### config.mk
export PLATFORM = sky130hd
export DESIGN_NAME = fwd_hazard_unit_flat
export DESIGN_NICKNAME = d
export VERILOG_FILES = /design/src/rtl/fwd_pkg.sv /design/src/rtl/fwd_hazard_unit_if.sv /design/src/rtl/fwd_src_match.sv /design/src/rtl/fwd_hazard_unit.sv /design/src/flat_wrapper.sv
export SDC_FILE = /design/constraint.sdc
export NUM_CORES = 1
export LEC_CHECK = 0
export CORE_ASPECT_RATIO = 1.25
export CORE_MARGIN = 1
export CORE_UTILIZATION = 48
export CTS_CLUSTER_SIZE = 30
export DETAILED_ROUTE_END_ITERATION = 7
export PLACE_DENSITY = 0.79
export SLEW_MARGIN = 20
export SYNTH_ARGS = -nofsm -noshare
export SYNTH_HDL_FRONTEND = slang
export SYNTH_SLANG_ARGS = --single-unit
### constraint.sdc
create_clock -name clk -period 2.8 [get_ports clk]
set_input_delay 0.56 -clock clk [delete_from_list [all_inputs] [get_ports clk]]
set_output_delay 0.56 -clock clk [all_outputs]
set_load 0.1 [all_outputs]
### src/rtl/fwd_pkg.sv
// Shared types and constants for the forwarding/hazard unit: forward select
// encodings, the shadow stage tag, and the "tag produces register" predicate.
package fwd_pkg;

  // Tags carry a fixed-width destination; any AW up to this width fits.
  localparam int TAG_DEST_W = 8;

  localparam logic [1:0] FWD_REGFILE = 2'b00;
  localparam logic [1:0] FWD_EXMEM   = 2'b10;
  localparam logic [1:0] FWD_MEMWB   = 2'b01;

  typedef struct packed {
    logic                  valid;
    logic                  reg_write;
    logic                  mem_read;
    logic [TAG_DEST_W-1:0] dest;
  } stage_tag_t;

  // r0 is hardwired to zero, so a write to it is never a real producer.
  function automatic logic tag_produces(input stage_tag_t tag,
                                        input logic [TAG_DEST_W-1:0] r);
    return tag.valid && tag.reg_write && (tag.dest == r) && (r != '0);
  endfunction

endpackage

### src/rtl/fwd_hazard_unit_if.sv
// ID-side bundle for the forwarding/hazard unit: decoded operand info and
// pipeline control in, registered forward selects and stall/busy out.
interface fwd_hazard_unit_if #(
  parameter int NUM_SRC = 2,
  parameter int AW      = 5
);
  logic                   id_valid;
  logic [NUM_SRC*AW-1:0]  id_src_addr;
  logic [NUM_SRC-1:0]     id_src_used;
  logic                   id_reg_write;
  logic                   id_mem_read;
  logic [AW-1:0]          id_dest_addr;
  logic                   id_muldiv;
  logic                   flush;
  logic                   stall_ext;
  logic [NUM_SRC*2-1:0]   ex_forward_sel;
  logic                   stall_id;
  logic                   muldiv_busy;

  modport master (
    output id_valid, id_src_addr, id_src_used, id_reg_write, id_mem_read,
           id_dest_addr, id_muldiv, flush, stall_ext,
    input  ex_forward_sel, stall_id, muldiv_busy
  );

  modport slave (
    input  id_valid, id_src_addr, id_src_used, id_reg_write, id_mem_read,
           id_dest_addr, id_muldiv, flush, stall_ext,
    output ex_forward_sel, stall_id, muldiv_busy
  );
endinterface

### src/rtl/fwd_src_match.sv
// Per-operand match against the EX and MEM shadow tags: picks the forward
// source and flags a load-use hazard for that operand.
module fwd_src_match
  import fwd_pkg::*;
#(
  parameter int AW = 5
) (
  input  logic [AW-1:0] src_i,
  input  logic          used_i,
  input  stage_tag_t    s_ex_i,
  input  stage_tag_t    s_mem_i,
  output logic [1:0]    sel_o,
  output logic          load_use_o
);
  logic [TAG_DEST_W-1:0] src_ext;
  logic                  ex_hit;
  logic                  mem_hit;
  logic                  unused_mem_read;

  assign src_ext         = TAG_DEST_W'(src_i);
  assign ex_hit          = tag_produces(s_ex_i, src_ext);
  assign mem_hit         = tag_produces(s_mem_i, src_ext);
  assign unused_mem_read = s_mem_i.mem_read;

  // The younger producer (EX) holds the newer value, so it wins over MEM.
  always_comb begin
    sel_o = FWD_REGFILE;
    if (used_i) begin
      if (ex_hit) begin
        sel_o = FWD_EXMEM;
      end else if (mem_hit) begin
        sel_o = FWD_MEMWB;
      end
    end
  end

  assign load_use_o = used_i & ex_hit & s_ex_i.mem_read;

endmodule

### src/rtl/fwd_hazard_unit.sv
// Forwarding and hazard unit beside ID: shadow stage tags, early-resolved
// forward selects registered into EX, load-use and HI/LO stall generation.
module fwd_hazard_unit
  import fwd_pkg::*;
#(
  parameter int NUM_SRC    = 2,
  parameter int AW         = 5,
  parameter int MULDIV_LAT = 4
) (
  input  logic             clk,
  input  logic             rst_n,
  fwd_hazard_unit_if.slave bus
);
  localparam int CW = (MULDIV_LAT < 1) ? 1 : $clog2(MULDIV_LAT + 1);

  stage_tag_t s_ex_q, s_ex_d;
  stage_tag_t s_mem_q, s_mem_d;
  stage_tag_t s_wb_q, s_wb_d;
  stage_tag_t id_tag;

  logic [NUM_SRC*2-1:0] fwd_sel_q, fwd_sel_d;
  logic [NUM_SRC*2-1:0] sel_vec;
  logic [NUM_SRC-1:0]   load_use_vec;
  logic [CW-1:0]        md_cnt_q, md_cnt_d;

  logic muldiv_busy;
  logic stall_hilo;
  logic stall_id;
  logic acc;
  logic md_issue;
  logic unused_wb;

  for (genvar gi = 0; gi < NUM_SRC; gi++) begin : g_src
    fwd_src_match #(
      .AW (AW)
    ) u_match (
      .src_i      (bus.id_src_addr[gi*AW +: AW]),
      .used_i     (bus.id_src_used[gi]),
      .s_ex_i     (s_ex_q),
      .s_mem_i    (s_mem_q),
      .sel_o      (sel_vec[gi*2 +: 2]),
      .load_use_o (load_use_vec[gi])
    );
  end

  assign muldiv_busy = (md_cnt_q != '0);
  assign stall_hilo  = bus.id_valid & bus.id_muldiv & muldiv_busy;
  assign stall_id    = (|load_use_vec) | stall_hilo;
  assign acc         = bus.id_valid & ~stall_id & ~bus.flush;
  assign md_issue    = acc & bus.id_muldiv & ~bus.stall_ext;

  // WB tag is kept for completeness; a WB match needs no forward because
  // the register file is write-first.
  assign unused_wb = ^s_wb_q;

  always_comb begin
    id_tag           = '0;
    id_tag.valid     = 1'b1;
    id_tag.reg_write = bus.id_reg_write;
    id_tag.mem_read  = bus.id_mem_read;
    id_tag.dest      = TAG_DEST_W'(bus.id_dest_addr);
  end

  always_comb begin
    s_ex_d    = s_ex_q;
    s_mem_d   = s_mem_q;
    s_wb_d    = s_wb_q;
    fwd_sel_d = fwd_sel_q;
    if (!bus.stall_ext) begin
      s_wb_d  = s_mem_q;
      s_mem_d = s_ex_q;
      if (acc) begin
        s_ex_d    = id_tag;
        fwd_sel_d = sel_vec;
      end else begin
        s_ex_d    = '0;
        fwd_sel_d = '0;
      end
    end
  end

  // The HI/LO unit keeps running through a global freeze.
  always_comb begin
    md_cnt_d = md_cnt_q;
    if (md_issue) begin
      md_cnt_d = CW'(MULDIV_LAT);
    end else if (md_cnt_q != '0) begin
      md_cnt_d = md_cnt_q - CW'(1);
    end
  end

  always_ff @(posedge clk or negedge rst_n) begin
    if (!rst_n) begin
      s_ex_q    <= '0;
      s_mem_q   <= '0;
      s_wb_q    <= '0;
      fwd_sel_q <= '0;
      md_cnt_q  <= '0;
    end else begin
      s_ex_q    <= s_ex_d;
      s_mem_q   <= s_mem_d;
      s_wb_q    <= s_wb_d;
      fwd_sel_q <= fwd_sel_d;
      md_cnt_q  <= md_cnt_d;
    end
  end

  assign bus.ex_forward_sel = fwd_sel_q;
  assign bus.stall_id       = stall_id;
  assign bus.muldiv_busy    = muldiv_busy;

endmodule

### src/flat_wrapper.sv
// flat-port wrapper written by rule: the top's interface ports become plain ports
module fwd_hazard_unit_flat import fwd_pkg::*;
#(
  parameter int NUM_SRC    = 2,
  parameter int AW         = 5,
  parameter int MULDIV_LAT = 4
)
  (clk, rst_n, bus_id_valid, bus_id_src_addr, bus_id_src_used, bus_id_reg_write, bus_id_mem_read, bus_id_dest_addr, bus_id_muldiv, bus_flush, bus_stall_ext, bus_ex_forward_sel, bus_stall_id, bus_muldiv_busy);
  fwd_hazard_unit_if #(.NUM_SRC(NUM_SRC), .AW(AW)) bus_i ();
  input  logic clk;
  input  logic rst_n;
  input wire logic [$bits(bus_i.id_valid)-1:0] bus_id_valid;
  input wire logic [$bits(bus_i.id_src_addr)-1:0] bus_id_src_addr;
  input wire logic [$bits(bus_i.id_src_used)-1:0] bus_id_src_used;
  input wire logic [$bits(bus_i.id_reg_write)-1:0] bus_id_reg_write;
  input wire logic [$bits(bus_i.id_mem_read)-1:0] bus_id_mem_read;
  input wire logic [$bits(bus_i.id_dest_addr)-1:0] bus_id_dest_addr;
  input wire logic [$bits(bus_i.id_muldiv)-1:0] bus_id_muldiv;
  input wire logic [$bits(bus_i.flush)-1:0] bus_flush;
  input wire logic [$bits(bus_i.stall_ext)-1:0] bus_stall_ext;
  output wire logic [$bits(bus_i.ex_forward_sel)-1:0] bus_ex_forward_sel;
  output wire logic [$bits(bus_i.stall_id)-1:0] bus_stall_id;
  output wire logic [$bits(bus_i.muldiv_busy)-1:0] bus_muldiv_busy;
  assign bus_i.id_valid = bus_id_valid;
  assign bus_i.id_src_addr = bus_id_src_addr;
  assign bus_i.id_src_used = bus_id_src_used;
  assign bus_i.id_reg_write = bus_id_reg_write;
  assign bus_i.id_mem_read = bus_id_mem_read;
  assign bus_i.id_dest_addr = bus_id_dest_addr;
  assign bus_i.id_muldiv = bus_id_muldiv;
  assign bus_i.flush = bus_flush;
  assign bus_i.stall_ext = bus_stall_ext;
  assign bus_ex_forward_sel = bus_i.ex_forward_sel;
  assign bus_stall_id = bus_i.stall_id;
  assign bus_muldiv_busy = bus_i.muldiv_busy;
  fwd_hazard_unit #(.NUM_SRC(NUM_SRC), .AW(AW), .MULDIV_LAT(MULDIV_LAT)) u_core (.clk(clk), .rst_n(rst_n), .bus(bus_i));
endmodule
==> metrics.cfg, run 1 <==
[global_routing]
grtUsageTotal=0.237
first_global_vias=1093
grt_max_degree=23
grt-ovfl-total=0
grt_pass1_wl_um=4660
grt_antenna_before_repair=0

[route]
antenna_left=0
via_per_inst=5.44
drt_iter0_drc=17
drt_wl_total_um=2830
dr.pass1.iters=4
wl_per_cell_um=14.8
dr_total_vias=1039
drc_errors=0

[clock_network]
clock_latency_ns=0.30
cts_tree=done
cts_root_buf=clkbuf_4
clockBufferDepth=2
htree_levels=1
hold_buffers=0
cts_made_buffers=3
clock-sinks=22
path_clk_slew_ns=0.11

[floorplanning]
die_area_um2=2740
core_um2=2430
start_util=0.502
rows=20
ios=31
fp.dieW_um=47.0
die_h_um=58.3

[synth]
syn_inst=113
syn_area_um2=1220
ys_top_cells_by_area=dfrtp_1 45%, xor2_1 10%, mux2_2 6.5%, a32o_1 5.8%, xnor2_1 5.0%
yosys_warnings=0
yosysTopAreaCellShare=0.452
syn_avg_cell_area_um2=10.8
synth_area_leader_cell=dfrtp_1
yosys_register_bits=22
synthDistinctLibCells=27
syn_nets=140
synth-seq-area-share=0.452

[critical_path]
critPathKind=input pin to primary output
start_kind=input pin
path_max_fanout=2
reg2reg_from=u_core.s_ex_q[4]
reg2reg_depth=7
r2r_end=u_core.s_ex_q[8]
critPathArrivalTime_ns=2.19
cp.required_ns=2.24
endpoint_kind=primary output
r2r_slack_ns=0.99

[sta]
rsz0062_at_grt=no
setup_viol=0
hold_viol=0
worstMarginPinSlew_ns=0.377
finalCriticalPeriod_ns=2.75
slew_violations=0
fin_tns_setup_ns=0
worst_slack_ns=0.0545
holdWs_ns=0.517
fin_skew_ns=0.00710
min_period_over_period=0.981
max_freq_mhz=364
maxSlewHeadroom=0.746

[flow_run]
cap_violations=0

[min_path]
hold_start=u_core.bus.ex_forward_sel[0]
min_to=u_core.bus.ex_forward_sel[0]
holdPathStages=2
hold_path_class=flip-flop to flip-flop

[outcome]
status=complete, no violations

[cells_and_area]
stdcell_area_um2=1690
nFillCells=196
mostFrequentLayoutCells=22 x buf_4, 22 x dfrtp_1, 17 x clkdlybuf4s50_1
finalNetCount=187
multiInputGateArea_um2=654
ff_latch_area_um2=551
area_growth_pct=39.1
diodes=0
drive_above_1_share=0.266

[place]
post-dp-hpwl_um=2150
dpl_cell_area_um2=1640
dp_slack_ns=-0.145
place_congestion=0.819
io_buffer_count=30

[pwr]
powerDensity_nw_per_um2=495
finalPower_mw=0.838
leakage_nw=0.784
peakVddDrop_mv=0.301

## worst max-delay path, cell delays in order
cell           delay (ns)
dlygate4sd2_1        0.26
or4_4                0.54
o21ai_2              0.17
and4b_4              0.24
o21ai_4              0.16
nand2_2              0.09
buf_12               0.16
## worst max-delay path by stage
stage / startpoint / endpoint / depth (start not counted)
2_1_floorplan: bus_id_src_addr[0] / bus_stall_id / 6
3_3_place_gp: bus_id_src_addr[0] / bus_stall_id / 7
3_5_place_dp: bus_id_src_addr[8] / bus_stall_id / 7
4_1_cts: bus_id_src_addr[8] / bus_stall_id / 7
5_1_grt: bus_id_src_addr[0] / bus_stall_id / 7
6_report: bus_id_src_addr[8] / bus_stall_id / 7
## Yosys cell counts
cell type  instances
nor2_1             8
ha_1               2
mux2_2             7
o21ai_1            1
inv_1              2
nor4_1             2
xnor2_1            7
o21ai_0            2
mux2i_1            1
xor2_1            14
buf_6              1
a32o_1             7
o21ai_2            2
dfrtp_1           22
nand2b_1           1
or4_1              2
nand2_1            9
clkbuf_1           4
o21a_1             1
a21oi_1            3
a22o_2             1
nor2b_1            1
and2_1             1
and4b_4            2
a22o_1             2
nand3_1            6
o31ai_1            2
## registers in the layout, summed over array words and instances (netlist names)
register and count:
u_core.s_ex_q 8, u_core.md_cnt_q 3, u_core.s_mem_q 7, u_core.bus.ex_forward_sel 4
## cell type report
class                           instances  share of cell area
Multi-Input combinational cell         84               0.387
Sequential cell                        22               0.325
Timing Repair Buffer                   47               0.246
Tap cell                               33              0.0244
Clock buffer                            3              0.0133
Inverter                                2             0.00443
## metal layers
layer | global-route usage | part of all wire | up-vias
met5 | 0 | 0 | -
met4 | 0.0653 | 0.0071 | 0
met3 | 0.0399 | 0.023 | 2
met2 | 0.397 | 0.53 | 20
met1 | 0.311 | 0.44 | 523
li1 | - | - | 494
## metrics by stage
step | instances | util
3_3_place_gp | 185 | 0.675
3_5_place_dp | 185 | 0.675
6_report | 191 | 0.697
2_1_floorplan | 113 | -
5_1_grt | 191 | 0.697
4_1_cts | 191 | 0.697
## what timing repair did
item / CTS / global route
pin swaps: 5 / 1
cloned: 0 / 0
setup endpoints to repair: 1 / 1
resized for setup: 11 / 0
setup buffers: 3 / 0
## power by group
group          switching, mW  total (mW)  internal (mW)  leakage [nW]
clock network         0.0899       0.140         0.0501        0.0138
logic                  0.169       0.307          0.137         0.475
registers             0.0337       0.391          0.358         0.296
## kinds of logic after synthesis
group / Yosys count / synth area share
simple gates: 32 / 0.138
flops: 22 / 0.452
compound gates: 21 / 0.138
xor+xnor: 21 / 0.151
mux: 8 / 0.0730
buf+inv: 7 / 0.0277
fa+ha+maj: 2 / 0.0206
(Power assumes the default switching activity.)
==> run 2, diff against run 1 <==
SKIP_CTS_REPAIR_TIMING = 1   (was unset)
==> metrics.cfg, run 2 (synthesized netlist as in run 1, its figures left out) <==
[route]
antenna_left=0  ; unchanged
drt_iter0_drc=15  ; -2
dr_total_vias=1058  ; +1.8%
drt_wl_total_um=2960  ; +4.7%
via_per_inst=5.57  ; +2.4%
dr.pass1.iters=5  ; +1
drc_errors=0  ; unchanged
wl_per_cell_um=15.6  ; +5.3%

[critical_path]
r2r_end=u_core.bus.ex_forward_sel[2]
r2r_slack_ns=1.10  ; +0.11 ns
start_kind=input pin
endpoint_kind=primary output
critPathArrivalTime_ns=2.06  ; -0.13 ns
reg2reg_depth=6  ; -1
critPathKind=input pin to primary output
cp.required_ns=2.24  ; about the same
path_max_fanout=2  ; unchanged
reg2reg_from=u_core.s_ex_q[1]

[sta]
slew_violations=0  ; unchanged
rsz0062_at_grt=no
maxSlewHeadroom=0.739  ; -0.00724
worstMarginPinSlew_ns=0.388  ; +0.0108 ns
setup_viol=0  ; unchanged
finalCriticalPeriod_ns=2.62  ; -0.125 ns
max_freq_mhz=382  ; +4.8%
hold_viol=0  ; unchanged
fin_skew_ns=0.00429  ; -0.00281 ns
min_period_over_period=0.936  ; -0.0447

[floorplanning]
fp.dieW_um=47.0  ; unchanged
start_util=0.502  ; unchanged
die_area_um2=2740  ; unchanged
die_h_um=58.3  ; unchanged
rows=20  ; unchanged
core_um2=2430  ; unchanged
ios=31  ; unchanged

[min_path]
hold_start=u_core.bus.ex_forward_sel[0]
min_to=u_core.bus.ex_forward_sel[0]
hold_path_class=flip-flop to flip-flop
holdPathStages=2  ; unchanged

[clock_network]
path_clk_slew_ns=0.11  ; about the same
cts_root_buf=clkbuf_4
cts_tree=done
htree_levels=1  ; unchanged
clockBufferDepth=2  ; unchanged
cts_made_buffers=3  ; unchanged
clock-sinks=22  ; unchanged
clock_latency_ns=0.30  ; about the same

[cells_and_area]
diodes=0  ; unchanged
mostFrequentLayoutCells=22 x dfrtp_1, 21 x buf_4, 16 x clkdlybuf4s50_1
largest_reg_flops=8  ; unchanged
finalNetCount=186  ; -0.53%
stdcell_count=190  ; -0.52%
drive_above_1_share=0.261  ; -0.00468
multiInputGateArea_um2=654  ; unchanged
top_register=u_core.s_ex_q
area_growth_pct=40.8
nFillCells=186  ; -5.1%
layout_commonest_cell=dfrtp_1
ff_latch_area_um2=551  ; unchanged

[place]
post-dp-hpwl_um=2150  ; unchanged
placed_cells=185  ; unchanged
io_buffer_count=30  ; unchanged
place_congestion=0.819  ; unchanged

[flow_run]
cap_violations=0  ; unchanged

[global_routing]
grt-ovfl-total=0  ; unchanged
grt_antenna_before_repair=0  ; unchanged
first_global_vias=1077  ; -1.5%
grtUsageTotal=0.231  ; -0.00618
grt_util_met2=0.383  ; -0.0139
grt_use_met3=0.0460  ; +0.00613
busiest_layer=met2
grt_max_degree=23  ; unchanged
grt_pass1_wl_um=4540  ; -2.5%
use_met1=0.299  ; -0.0120

[outcome]
status=complete, no violations

[pwr]
leakage_nw=0.844  ; +7.6%
finalPower_mw=0.842  ; +0.46%
peakVddDrop_mv=0.301  ; about the same
powerDensity_nw_per_um2=491  ; -0.79%

[run 2: stage by stage]
step | utilization | hold WS (ns) | TNS, ns | setup WS (ns) | area [µm²]
after CTS | 0.684 | 0.525 | -0.170 | -0.170 | 1660
after floorplan | - | 0.264 | 0 | 0.205 | 1220
after global placement | 0.675 | 0.470 | -0.0866 | -0.0866 | 1640
final | 0.706 | 0.515 | 0 | 0.180 | 1710
after global routing | 0.706 | 0.546 | 0 | 0.149 | 1710
after detailed placement | 0.675 | 0.497 | -0.145 | -0.145 | 1640
[run 2: cell type report]
class | count | area share
flip-flops and latches | 22 | 0.321
well taps | 33 | 0.0241
inverters | 2 | 0.00438
repair buffers | 46 | 0.255
clock buffers | 3 | 0.0131
multi-input cells | 84 | 0.382
[run 2: report_power, final]
part / switching (mW) / internal [mW]
Clock: 0.0894 / 0.0501
Combinational: 0.171 / 0.139
Sequential: 0.0344 / 0.358
Total: 0.295 / 0.547
[run 2: per-layer routing]
layer,share of wire,wire [µm],vias to the layer above
li1,-,-,493
met1,0.43,1260,531
met2,0.53,1570,30
met3,0.033,97,4
met4,0.012,36,0
met5,0,0,-
[run 2: critical path, cell delays in order]
cell and delay [ns]:
dlymetal6s2s_1 0.15, or4_4 0.54, o21ai_2 0.18, and4b_4 0.24, o21ai_4 0.14, nand2_2 0.09, buf_12 0.16
[run 2: worst max path at each step]
| stage | startpoint | to | slack (ns) | depth (start not counted) |
|---|---|---|---|---|
| 2_1_floorplan | bus_id_src_addr[0] | bus_stall_id | 0.20 | 6 |
| 3_3_place_gp | bus_id_src_addr[0] | bus_stall_id | -0.09 | 7 |
| 3_5_place_dp | bus_id_src_addr[8] | bus_stall_id | -0.14 | 7 |
| 4_1_cts | bus_id_src_addr[8] | bus_stall_id | -0.17 | 7 |
| 5_1_grt | bus_id_src_addr[7] | bus_stall_id | 0.15 | 7 |
| 6_report | bus_id_src_addr[8] | bus_stall_id | 0.18 | 7 |
